[src/rtl/clock_monitor.sv]
// clock_monitor: watches a divided clock (sig_in) sampled in the clk_in domain.
// It measures the rising-edge to rising-edge period and compares it with the
// expected value. It reports lock after a run of good periods and raises a
// sticky fault on a bad period or on missing edges.
module clock_monitor #(
    parameter int EXPECTED_PERIOD = 4,
    parameter int TOLERANCE       = 0,
    parameter int LOCK_COUNT      = 4,
    parameter int TIMEOUT         = 16,
    parameter int CNT_W           = 16
) (
    input  logic             clk_in,
    input  logic             reset,
    input  logic             enable,
    input  logic             sig_in,
    input  logic             clear_fault,
    output logic             locked,
    output logic             fault_sticky,
    output logic [CNT_W-1:0] period,
    output logic             period_valid
);

    // Acceptance window; the lower bound clamps at zero for wide tolerances.
    localparam int LO_INT = (EXPECTED_PERIOD > TOLERANCE) ? EXPECTED_PERIOD - TOLERANCE : 0;
    localparam logic [CNT_W-1:0] LO_BOUND  = CNT_W'(LO_INT);
    localparam logic [CNT_W-1:0] HI_BOUND  = CNT_W'(EXPECTED_PERIOD + TOLERANCE);
    localparam logic [CNT_W-1:0] TIMEOUT_V = CNT_W'(TIMEOUT);
    localparam logic [CNT_W-1:0] CNT_MAX   = '1;

    // good_cnt only has to count up to LOCK_COUNT.
    localparam int GC_W = $clog2(LOCK_COUNT + 1);
    localparam logic [GC_W-1:0] LOCK_LAST = GC_W'(LOCK_COUNT - 1);

    typedef enum logic [1:0] {
        ST_IDLE,
        ST_ACQUIRE,
        ST_LOCKED,
        ST_FAULT
    } state_t;

    state_t            state;
    logic              s1;
    logic              s2;
    logic              d;
    logic [CNT_W-1:0]  cnt;
    logic [GC_W-1:0]   good_cnt;
    logic              rise;
    logic              good;
    logic              timeout;

    // Edge detect on the synchronized input, plus the period checks against cnt.
    assign rise    = s2 & ~d;
    assign good    = (cnt >= LO_BOUND) && (cnt <= HI_BOUND);
    assign timeout = (cnt >= TIMEOUT_V) && !rise;

    // Two-flop synchronizer and delayed copy. These keep running while disabled,
    // so no stale edge is pending when enable returns.
    always_ff @(posedge clk_in) begin
        // NOTE: every register assignment here is non-blocking, so each flop
        // samples the pre-edge value of its neighbour. A blocking assignment
        // would collapse the chain into a single flop.
        if (reset) begin
            s1 <= 1'b0;
            s2 <= 1'b0;
            d  <= 1'b0;
        end else begin
            s1 <= sig_in;
            s2 <= s1;
            d  <= s2;
        end
    end

    // Period counter, lock/fault FSM and registered status outputs.
    always_ff @(posedge clk_in) begin
        if (reset) begin
            state        <= ST_IDLE;
            cnt          <= '0;
            good_cnt     <= '0;
            locked       <= 1'b0;
            fault_sticky <= 1'b0;
            period       <= '0;
            period_valid <= 1'b0;
        end else begin
            period_valid <= 1'b0;
            // NOTE: the clear comes before the FSM on purpose. A fault event
            // later in this block also assigns fault_sticky, and the last
            // non-blocking assignment wins, so a simultaneous set beats the clear.
            if (clear_fault) begin
                fault_sticky <= 1'b0;
            end

            if (!enable) begin
                state    <= ST_IDLE;
                cnt      <= '0;
                good_cnt <= '0;
                locked   <= 1'b0;
            end else begin
                if (rise) begin
                    cnt <= CNT_W'(1);
                end else if (cnt != CNT_MAX) begin
                    cnt <= cnt + CNT_W'(1);
                end

                // The first edge after IDLE only starts a measurement.
                if (rise && state != ST_IDLE) begin
                    period       <= cnt;
                    period_valid <= 1'b1;
                end

                case (state)
                    ST_IDLE: begin
                        if (rise) begin
                            state    <= ST_ACQUIRE;
                            good_cnt <= '0;
                        end
                    end
                    ST_ACQUIRE: begin
                        if (rise) begin
                            if (good) begin
                                good_cnt <= good_cnt + GC_W'(1);
                                if (good_cnt == LOCK_LAST) begin
                                    state  <= ST_LOCKED;
                                    locked <= 1'b1;
                                end
                            end else begin
                                good_cnt <= '0;
                            end
                        end else if (timeout) begin
                            state        <= ST_FAULT;
                            fault_sticky <= 1'b1;
                        end
                    end
                    ST_LOCKED: begin
                        if ((rise && !good) || timeout) begin
                            state        <= ST_FAULT;
                            locked       <= 1'b0;
                            fault_sticky <= 1'b1;
                        end
                    end
                    ST_FAULT: begin
                        // A timeout here is not a new fault event.
                        if (rise) begin
                            state    <= ST_ACQUIRE;
                            good_cnt <= '0;
                        end
                    end
                    default: begin
                        state  <= ST_IDLE;
                        locked <= 1'b0;
                    end
                endcase
            end
        end
    end

endmodule

[config.mk]
export PLATFORM = sky130hd
export DESIGN_NAME = clock_monitor
export DESIGN_NICKNAME = d
export VERILOG_FILES = /design/src/rtl/clock_monitor.sv
export SDC_FILE = /design/constraint.sdc
export NUM_CORES = 1
export LEC_CHECK = 0
export BUFFER_PORTS_ARGS = -buffer_cell sky130_fd_sc_hd__buf_2
export CORE_ASPECT_RATIO = 2
export CORE_MARGIN = 2
export CORE_UTILIZATION = 40
export DETAILED_ROUTE_END_ITERATION = 6
export PLACE_DENSITY_LB_ADDON = 0.1
export SYNTH_ARGS = -nofsm -noshare
export SYNTH_HDL_FRONTEND = slang
export SYNTH_SLANG_ARGS = --single-unit
[constraint.sdc]
create_clock -name clk_in -period 4.1 [get_ports clk_in]
set_input_delay 0.205 -clock clk_in [delete_from_list [all_inputs] [get_ports clk_in]]
set_output_delay 0.205 -clock clk_in [all_outputs]
set_load 0.02 [all_outputs]
==> results of run 1 <==
-- power by group through the flow --
stage	sequential, mW	combinational [mW]	clock, mW
floorplan	0.431	0.0177	0
CTS	0.422	0.0250	0.396
global placement	0.432	0.0247	0
global route	0.423	0.0279	0.416
finish	0.422	0.0248	0.385
detailed placement	0.432	0.0250	0
-- routing by layer --
layer / wire [um] / share of wire
met4: 127 / 0.030
met5: 0 / 0
met3: 185 / 0.044
met2: 2009 / 0.48
met1: 1896 / 0.45
-- worst max-delay path: stages, from the launching register on --
cell	delay [ps]
dfxtp_1	370
or4_4	550
nor3_2	350
nand3_1	230
a21boi_0	180
a311oi_1	260
-- worst max path at each step --
stage	start	endpoint	slack [ps]	cells past startpoint
finish	cnt[12]	state[0]	2080	5
detailed placement	cnt[12]	locked	2090	5
global route	cnt[3]	cnt[5]	1960	5
global placement	cnt[12]	state[0]	2130	5
floorplan	cnt[12]	locked	2210	5
CTS	cnt[12]	state[0]	2090	5
-- cells in the final DEF (no fill, tap or decap), drive strengths merged, types with 4 or more instances in the layout --
cell / Yosys / routed
nand2: 41 / 41
dfxtp: 43 / 43
xor2: 6 / 6
o2111ai: 4 / 4
o21ai: 5 / 5
nand2b: 4 / 4
or4: 4 / 4
nand3: 10 / 10
a31oi: 4 / 4
a21oi: 20 / 20
nor2b: 8 / 8
inv: 9 / 9
clkbuf: 8 / 6
buf: 1 / 24
xnor2: 4 / 4
nor3: 5 / 5
nor2: 21 / 21
ha: 8 / 8
-- through the flow --
stage          area (um2)  setup slack (ps)    util
3_3_place_gp         2110              2128  0.4418
6_report             2242              2080  0.4696
5_1_grt              2242              1962  0.4696
4_1_cts              2242              2089  0.4696
3_5_place_dp         2110              2092  0.4418
2_1_floorplan        1953              2210       -
-- area by class of cell --
type / count / area share
Inverter: 9 / 0.01507
Clock buffer: 6 / 0.03237
Sequential cell: 43 / 0.3839
Timing Repair Buffer: 24 / 0.05469
Tap cell: 57 / 0.03181
Multi-Input combinational cell: 172 / 0.4554
Clock inverter: 2 / 0.02679
-- cell families after synthesis --
logic type               Yosys count  share of synthesized area
AO/OA/AOI/OAI                     45                     0.1461
XOR/XNOR                          10                    0.04484
adder cells (fa/ha/maj)            8                    0.05125
buffers and inverters             18                    0.03652
flip-flops                        43                     0.4407
AND/OR/NAND/NOR                  109                     0.2806
-- state kept, by name (all words and copies together) (netlist names), 2 cells and up --
signal	count
cnt	16
period	16
good_cnt	3
state	2
==> impl_results.md, run 1 <==
- Status: complete, no violations
- Die span in x: between 50 and 60 um
- WHS: 116.6 ps
- Switch share: 0.1939
- Mapped Avg Cell Area: approximately 8.4 um2
- CORE AREA: around 0.0048 mm2
- Count of flip-flops with a built-in enable after synthesis: 0
- Setup TNS: 0 ps
- Worst slew margin: 0.5828
- Met1 Usage GRT: 0.2179
- Filler cell count: 519
- Final Hold Fails: 0
- Number of clock sinks: 43
- Most area-consuming cells after synthesis: dfxtp_1 (44%), nand2_1 (7.9%), a21oi_1 (5.1%)
- Total CTS buffers: 5
- Proportion of layout cells with a drive suffix above 1: 0.1445
- Worst r2r path cells: 5
- CTS tree: built
- Psw: 0.1614 mW
- Final min period: around 2000 ps
- Critical path arrival: 2230 ps
- First-pass GRT wire length: 7003 um
- Max Slew Vio Count: 0
- Clock Tree Buf Depth: 2
- DRT Pass-1 Iters: 4
- Post_cts resized: 0
- Clock Latency Late Sink: 290 ps
- Storage element area: 860.8 um2
- Internal cell power: 0.6709 mW
- DR DRC count: 0
- Vias per std cell: 5.335
- CP max FO: 7
- Sequential-to-total area share from yosys stat: 0.4407
- Vias in the first global route: 1,497
- Synth cell count leaders: dfxtp_1 (43), nand2_1 (41), nor2_1 (21)
- Yosys top cell by area: dfxtp_1
- Combinational power share: 0.030
- # nets final: 268
- Clock skew: 3.129 ps
- Fin cells: 313
- Min-delay src: sig_in
- Routed len/inst: 13.48 um
- Pin count of the biggest net entering global routing: 24
- ANT cells: 0
- Most Crowded Layer GR: met2
- Most frequent cell after synthesis: dfxtp_1
- Syn nets: 246
- Setup crit end kind: flip-flop
- Hpwl dp: roughly 3000 um
- Met3 Use GR: 0.03043
- Area growth syn-to-layout: 14.80%
- GPL Wtd Cong: 0.7917
- GR Util met2: 0.2707
- Top_reg_cell synth: dfxtp_1
- Detailed Route WL: 4218 um
- Clock slew at reported path FFs: about 80 ps
- Syn. warnings: 0
- Startpoint Class: flip-flop
- # setup viols final: 0
- # port buffers: 23
- Req. time, crit path: 4310 ps
- Fin crit share: 0.4927
- Setup Buffers After CTS: 0
- FP Rows: 36
- Worst-Margin Slew: ~620 ps
- Antenna-violating nets left: 0
- Placed insts: around 310
- Share of the synthesized area in the top cell type: 0.4407
- Power, Total: ~0.83 mW
- GRT Overall Usage: 0.1724
- IO Count: 24
- Max Fclk: 495.0 MHz
- CTS Root Cell: clkbuf_8
- Multi-input gate area: 0.001021 mm2
- IR drop worst, VDD: 237.7 uV
- Hold EP: s1
- RR Endpoint: state[0]
- Synthesized instance count: 233
- Hold depth: 2
- Async S/R FF share, synth: 0
- HP Class: in -> reg
- Power per cell area: 371.2 mW/mm2
- Die height: around 100 um
- Antenna violations before repair: 0
- Gr ovfl total: 0
- Synth Cell Area: 0.001953 mm2
- Drt first-iter violations: 40
- Max-cap violations: 0
- Post-synthesis register bit count: 43
- CTS Hold Buffers Added: 0
- P_leak: 0.8275 nW
- Initial Util: 0.4091
- R2R setup slack: ~2100 ps
- CTS H-Tree Depth: 2
- Flop pwr share: 0.507
- Clock share of power: 0.463
- Die footprint: 0.005492 mm2
- RSZ-0062 raised after global routing: no
- Via count: 1,670
- CP Class: reg -> reg
- Synth cell types: 38
- FF-to-FF Start: cnt[12]
Note: power is estimated with default switching activity, not from simulation.
==> inputs of run 2 (changes only) <==
- ABC_AREA: not set -> 1
- clock period: 4.1 -> 1.7 ns (I/O delays scaled with it)
==> run 2 against run 1 <==
Sequential cell count stayed put. Maximum frequency increased by 33%. First-iteration DRC count decreased by 13%. Wire length rose by 23%. Hold slack worse by 87 ps. Synthesized area is 8.6% higher. Critical path depth rose by 3. Non-clock buffer count up 7. Largest cell class unchanged.
==> impl_results.md, run 2 <==
- CP Class: reg -> reg
- Die span in x: 55.50 um
- DR DRC count: 0
- Clock Latency Late Sink: 300 ps
- IR drop worst, VDD: 608.0 uV
- DP Area: 0.002349 mm2
- CTS H-Tree Depth: 2
- Vias in the first global route: 1,867
- CTS tree: built
- Final Hold Fails: 0
- Number of clock sinks: 43
- Startpoint Class: flip-flop
- Max-cap violations: 0
- Fin crit share: 0.8935
- Pin count of the biggest net entering global routing: 33
- Filler cell count: roughly 540
- FP Rows: 37
- Proportion of layout cells with a drive suffix above 1: 0.2320
- Detailed Route WL: 5175 um
- Syn. warnings: 0
- Syn nets: 297
- # setup viols final: 0
- Via count: 1,923
- Share of the synthesized area in the top cell type: 0.4057
- Hpwl dp: 4056 um
- Status: complete, no violations
- Vias per std cell: 5.101
- Die height: 107.0 um
- RSZ-0062 raised after global routing: no
- Antenna violations before repair: 0
- Storage element area: 863.3 um2
- Clock slew at reported path FFs: 80 ps
- Most frequent cells in the layout: inv_1 (41), dfxtp_1 (41), nand2_1 (38), a21oi_1 (29), nor2_1 (25)
- Clock skew: around 5.1 ps
- Yosys top cell by area: dfxtp_1
- Gr ovfl total: 0
- HP Class: in -> reg
- Max Slew Vio Count: 0
- Most area-consuming cells after synthesis: dfxtp_1 (41%), inv_1 (7.4%), a21oi_1 (6.8%)
- Multi-input gate area: 0.001082 mm2
- Synth cell count leaders: dfxtp_1 (43), inv_1 (42), nand2_1 (38)
- Post-Layout Inst Area: ~0.0025 mm2
- DRT Pass-1 Iters: 4
- Final min period: 1519 ps
- Top Registers: cnt (16), period (16), good_cnt (3)
- Max Fclk: 658.4 MHz
- Synthesized instance count: ~280
- Total CTS buffers: 5
- Critical path arrival: between 1500 and 2000 ps
- Initial Util: 0.4130
- Async S/R FF share, synth: 0
- Mapped Avg Cell Area: 7.472 um2
- Worst-Margin Slew: approximately 470 ps
- Setup TNS: 0 ps
- FF-to-FF Start: state[1]
- Req. time, crit path: 1930 ps
- ANT cells: 0
- CTS Root Cell: clkbuf_8
- Setup crit end kind: flip-flop
- Die footprint: a little under 0.006 mm2
- Antenna-violating nets left: 0
- CORE AREA: between 0.005 and 0.006 mm2
- Worst slew margin: 0.6894
- Clock Tree Buf Depth: 2
- GPL Wtd Cong: 0.9022
- Min-delay src: clear_fault
- Top_reg_cell synth: dfxtp_1
- Drt first-iter violations: 35
- IO Count: 24
- # port buffers: 23
- Routed len/inst: 13.73 um
- Count of flip-flops with a built-in enable after synthesis: 0
- First-pass GRT wire length: 8535 um
- Power per cell area: 729.1 mW/mm2
- # nets final: ~330
- Synth Cell Area: around 0.0021 mm2
- CP max FO: 6
- Post-synthesis register bit count: 43
- Synth cell types: 28
- GRT Overall Usage: 0.1880
- Area growth syn-to-layout: 16.57%
- Sequential-to-total area share from yosys stat: 0.4057
- Most frequent cell after synthesis: dfxtp_1
- Critical path origin: state[1]
- P_leak: 1.061 nW
-- run 2: routing by layer --
layer	global-route usage	wire length [um]	up-vias
li1	-	-	990
met1	0.1771	1893	883
met2	0.3699	2972	37
met3	0.03136	139	13
met4	0.1010	170	0
met5	0	0	-
-- run 2: final cells by class --
cell class                 instances  area share
clock buffer                       6     0.02934
multi-input combinational        189      0.4375
inverter                          48     0.07284
sequential                        43      0.3490
tap                               58     0.02934
clock inverter                     2    0.005058
timing repair buffer              31     0.07688
-- run 2: repair_timing --
item / CTS / global route
endpoints found under the setup margin: 0 / 16
endpoints found under the hold margin: 1 / 0
setup buffers: 0 / 1
gates resized for setup: 0 / 8
hold buffers: 1 / 0
-- run 2: cells by family (layout without fill, tap and decap cells) --
family	after synthesis	in the layout	share of synthesized area
buffers and inverters	52	87	0.09374
and+or+nand+nor	118	118	0.2954
xor gates and xnor gates	2	2	0.008256
adders and majority gates	8	8	0.04717
AOI/OAI and AO/OA	61	61	0.1498
DFF	43	43	0.4057
-- run 2: power breakdown --
part           internal, mW  leakage (nW)  total (mW)  switching (mW)
combinational        0.0494         0.672       0.138          0.0886
sequential             1.02         0.348        1.03         0.00921
clock                 0.287        0.0412       0.637           0.349
total                  1.36          1.06        1.80           0.447
-- run 2: stage by stage --
| step | utilization | hold slack, ps | cells | power, mW | setup WS, ps |
|---|---|---|---|---|---|
| after global placement | 0.4570 | 286.8 | 367 | 1.187 | 136.0 |
| after CTS | 0.4755 | 21.89 | 376 | 1.832 | 84.97 |
| after floorplan | - | 156.2 | 284 | 1.142 | 267.1 |
| after global routing | 0.4814 | 44.68 | 377 | 1.877 | 15.40 |
| after detailed placement | 0.4570 | 294.4 | 367 | 1.187 | 106.7 |
| final | 0.4814 | 29.17 | 377 | 1.803 | 181.1 |
-- run 2: final timing paths --
path	endpoint	slack [ps]	depth (start not counted)
hold reg to reg	s2	410	2
setup / recovery	state[0]	180	8
setup reg to reg	state[0]	180	8
hold / removal	fault_sticky	30	4
-- run 2: worst max-delay path, stage by stage, from the launching register on --
cell and delay (ps):
dfxtp_1 370, inv_1 90, ha_2 400, inv_1 70
nand2_1 60, o21ai_0 90, nor2_2 150, nand2_1 70
a21oi_1 140
==> inputs of run 3 (changes only) <==
- ABC_AREA: 1 -> not set
- BUFFER_PORTS_ARGS: -buffer_cell sky130_fd_sc_hd__buf_2 -> -buffer_cell sky130_fd_sc_hd__buf_4
==> run 3 against run 2 <==
The flow now finishes with violations (negative setup slack). Cell count fell by 7.2%. Combinational power fell by 43%. Wire length down 8.7%. Clock power decreased by 3%. Count of clock-buffer cells in the layout up 1. Die area shrank 7.5%. Sequential cell count is the same. Non-clock buffer count increased by 30. Critical endpoint unchanged. Largest cell class unchanged. Total power is 4.8% lower. Sequential share of layout area decreased by 1.5 points. Worst setup slack got worse by 490 ps.
==> impl_results.md, run 3 (synthesized netlist as in run 1, its figures left out) <==
- P_leak: 0.9957 nW
- Routed len/inst: between 10 and 15 um
- CTS Hold Buffers Added: 0
- Filler cell count: 479
- Final Hold Fails: 0
- Worst r2r path cells: 6
- Antenna-violating nets left: 0
- Die footprint: between 0.005 and 0.006 mm2
- IO Count: 24
- Critical path arrival: 2210 ps
- Req. time, crit path: ~1900 ps
- GPL Wtd Cong: 0.8398
- Drt first-iter violations: 41
- IR drop worst, VDD: 459.9 uV
- Status: complete, but fails checks
- Vias in the first global route: 1,697
- CP Capture Point: state[0]
- CORE AREA: 0.004775 mm2
- Initial Util: 0.4091
- Detailed Route WL: 4726 um
- CP max FO: 3
- Clock Tree Buf Depth: 2
- CTS H-Tree Depth: 2
- Die span in x: between 50 and 60 um
- Worst slew margin: 0.7468
- ANT cells: 0
- Clock Latency Late Sink: 290 ps
- Vias per std cell: 5.294
- Final core utilization: 0.5451
- Clock slew at reported path FFs: roughly 80 ps
- Min-delay src: sig_in
- Clock skew: 5.321 ps
- Top Registers: cnt (16), period (16), good_cnt (3)
- Proportion of layout cells with a drive suffix above 1: 0.3140
- Worst-Margin Slew: 375.8 ps
- RSZ-0062 raised after global routing: yes
- DRT Pass-1 Iters: 4
- Clock share of power: 0.362
- Max Fclk: approximately 500 MHz
- Internal cell power: around 1.3 mW
- CTS Root Cell: clkbuf_8
- Worst Setup Slack, final: -311.3 ps
- Critical path origin: cnt[13]
- Max Slew Vio Count: 0
- Via count: 1,853
- DR DRC count: 0
- First-pass GRT wire length: 7486 um
- Switch share: 0.2241
- RR Endpoint: state[0]
- Area growth syn-to-layout: 33.25%
- Psw: 0.3849 mW
- R2R setup slack: -310 ps
- FF-to-FF Start: cnt[13]
- # nets final: 305
- Setup crit end kind: flip-flop
- FP Rows: 36
- Most frequent cells in the layout: buf_4 (58), nand2_1 (41), dfxtp_1 (37), a21oi_1 (20), nor2_1 (18)
- Antenna violations before repair: 0
- Commonest non-fill, non-tap cell in the layout: buf_4
- Max-cap violations: 0
- Number of clock sinks: 43
- GRT Overall Usage: 0.1834
- CTS tree: built
- Failing checks: negative setup slack
- Setup TNS: -1451 ps
- Total CTS buffers: 5
- Gr ovfl total: 0
- Die height: 102.8 um
- Startpoint Class: flip-flop
- Pin count of the biggest net entering global routing: 24
- Final min period: 2011 ps
- # port buffers: 23
- Power per cell area: 660.0 mW/mm2
- Combinational power share: 0.046
- CP Class: reg -> reg
- HP Class: in -> reg
- Fin crit share: 1.183
- Flop pwr share: 0.592
- Hpwl dp: around 3600 um
- # setup viols final: 7
- Power, Total: 1.718 mW
## run 3: metal layers
metal	track usage	vias to the layer above	routed length (um)
met5	0	-	0
met2	0.3210	35	2493
met3	0.03478	10	171
li1	-	924	-
met4	0.07298	0	91
met1	0.2118	884	1969
## run 3: critical path, cell delays in order (launching register included)
cell and delay (ps):
dfxtp_2 330, or4_4 530, or4_4 560, buf_4 160
nand3_2 70, a31oi_1 90, a311oi_1 190
## run 3: what timing repair did
item	4_1_cts	5_1_grt
pin swaps	3	12
endpoints found under the hold margin	0	0
resized for setup	1	22
gates cloned	0	0
endpoints found under the setup margin	11	21
setup buffers	1	5
## run 3: through the flow
| step | setup WS (ps) | area, um2 | hold slack (ps) | cells |
|---|---|---|---|---|
| 2_1_floorplan | -146.5 | 1956 | 156.6 | 233 |
| 3_3_place_gp | -176.2 | 2402 | 309.5 | 336 |
| 3_5_place_dp | -221.9 | 2402 | 315.7 | 336 |
| 4_1_cts | -247.4 | 2491 | 11.95 | 345 |
| 5_1_grt | -350.4 | 2603 | 33.46 | 350 |
| 6_report | -311.3 | 2603 | 19.32 | 350 |
## run 3: worst min path at each step
| stage | to | slack [ps] | depth (start not counted) |
|---|---|---|---|
| after floorplan | d | 160 | 1 |
| final | s1 | 20 | 2 |
| after global placement | s1 | 310 | 2 |
| after CTS | s1 | 10 | 2 |
| after global routing | s1 | 30 | 2 |
| after detailed placement | s1 | 320 | 2 |
## run 3: final cells by class
type | count | area (um2) | share of cell area
Timing Repair Buffer | 61 | 469.2 | 0.1803
Tap cell | 57 | 71.32 | 0.02740
Multi-Input combinational cell | 172 | 1079 | 0.4144
Sequential cell | 43 | 868.3 | 0.3337
Clock inverter | 1 | 5.005 | 0.001923
Clock buffer | 7 | 76.32 | 0.02933
Inverter | 9 | 33.78 | 0.01298
## run 3: power groups by stage
| stage | Sequential [mW] | Clock [mW] | Combinational, mW |
|---|---|---|---|
| 2_1_floorplan | 1.04 | 0 | 0.0427 |
| 3_3_place_gp | 1.04 | 0 | 0.0768 |
| 3_5_place_dp | 1.04 | 0 | 0.0778 |
| 4_1_cts | 1.02 | 0.642 | 0.0780 |
| 5_1_grt | 1.02 | 0.673 | 0.0867 |
| 6_report | 1.02 | 0.621 | 0.0789 |
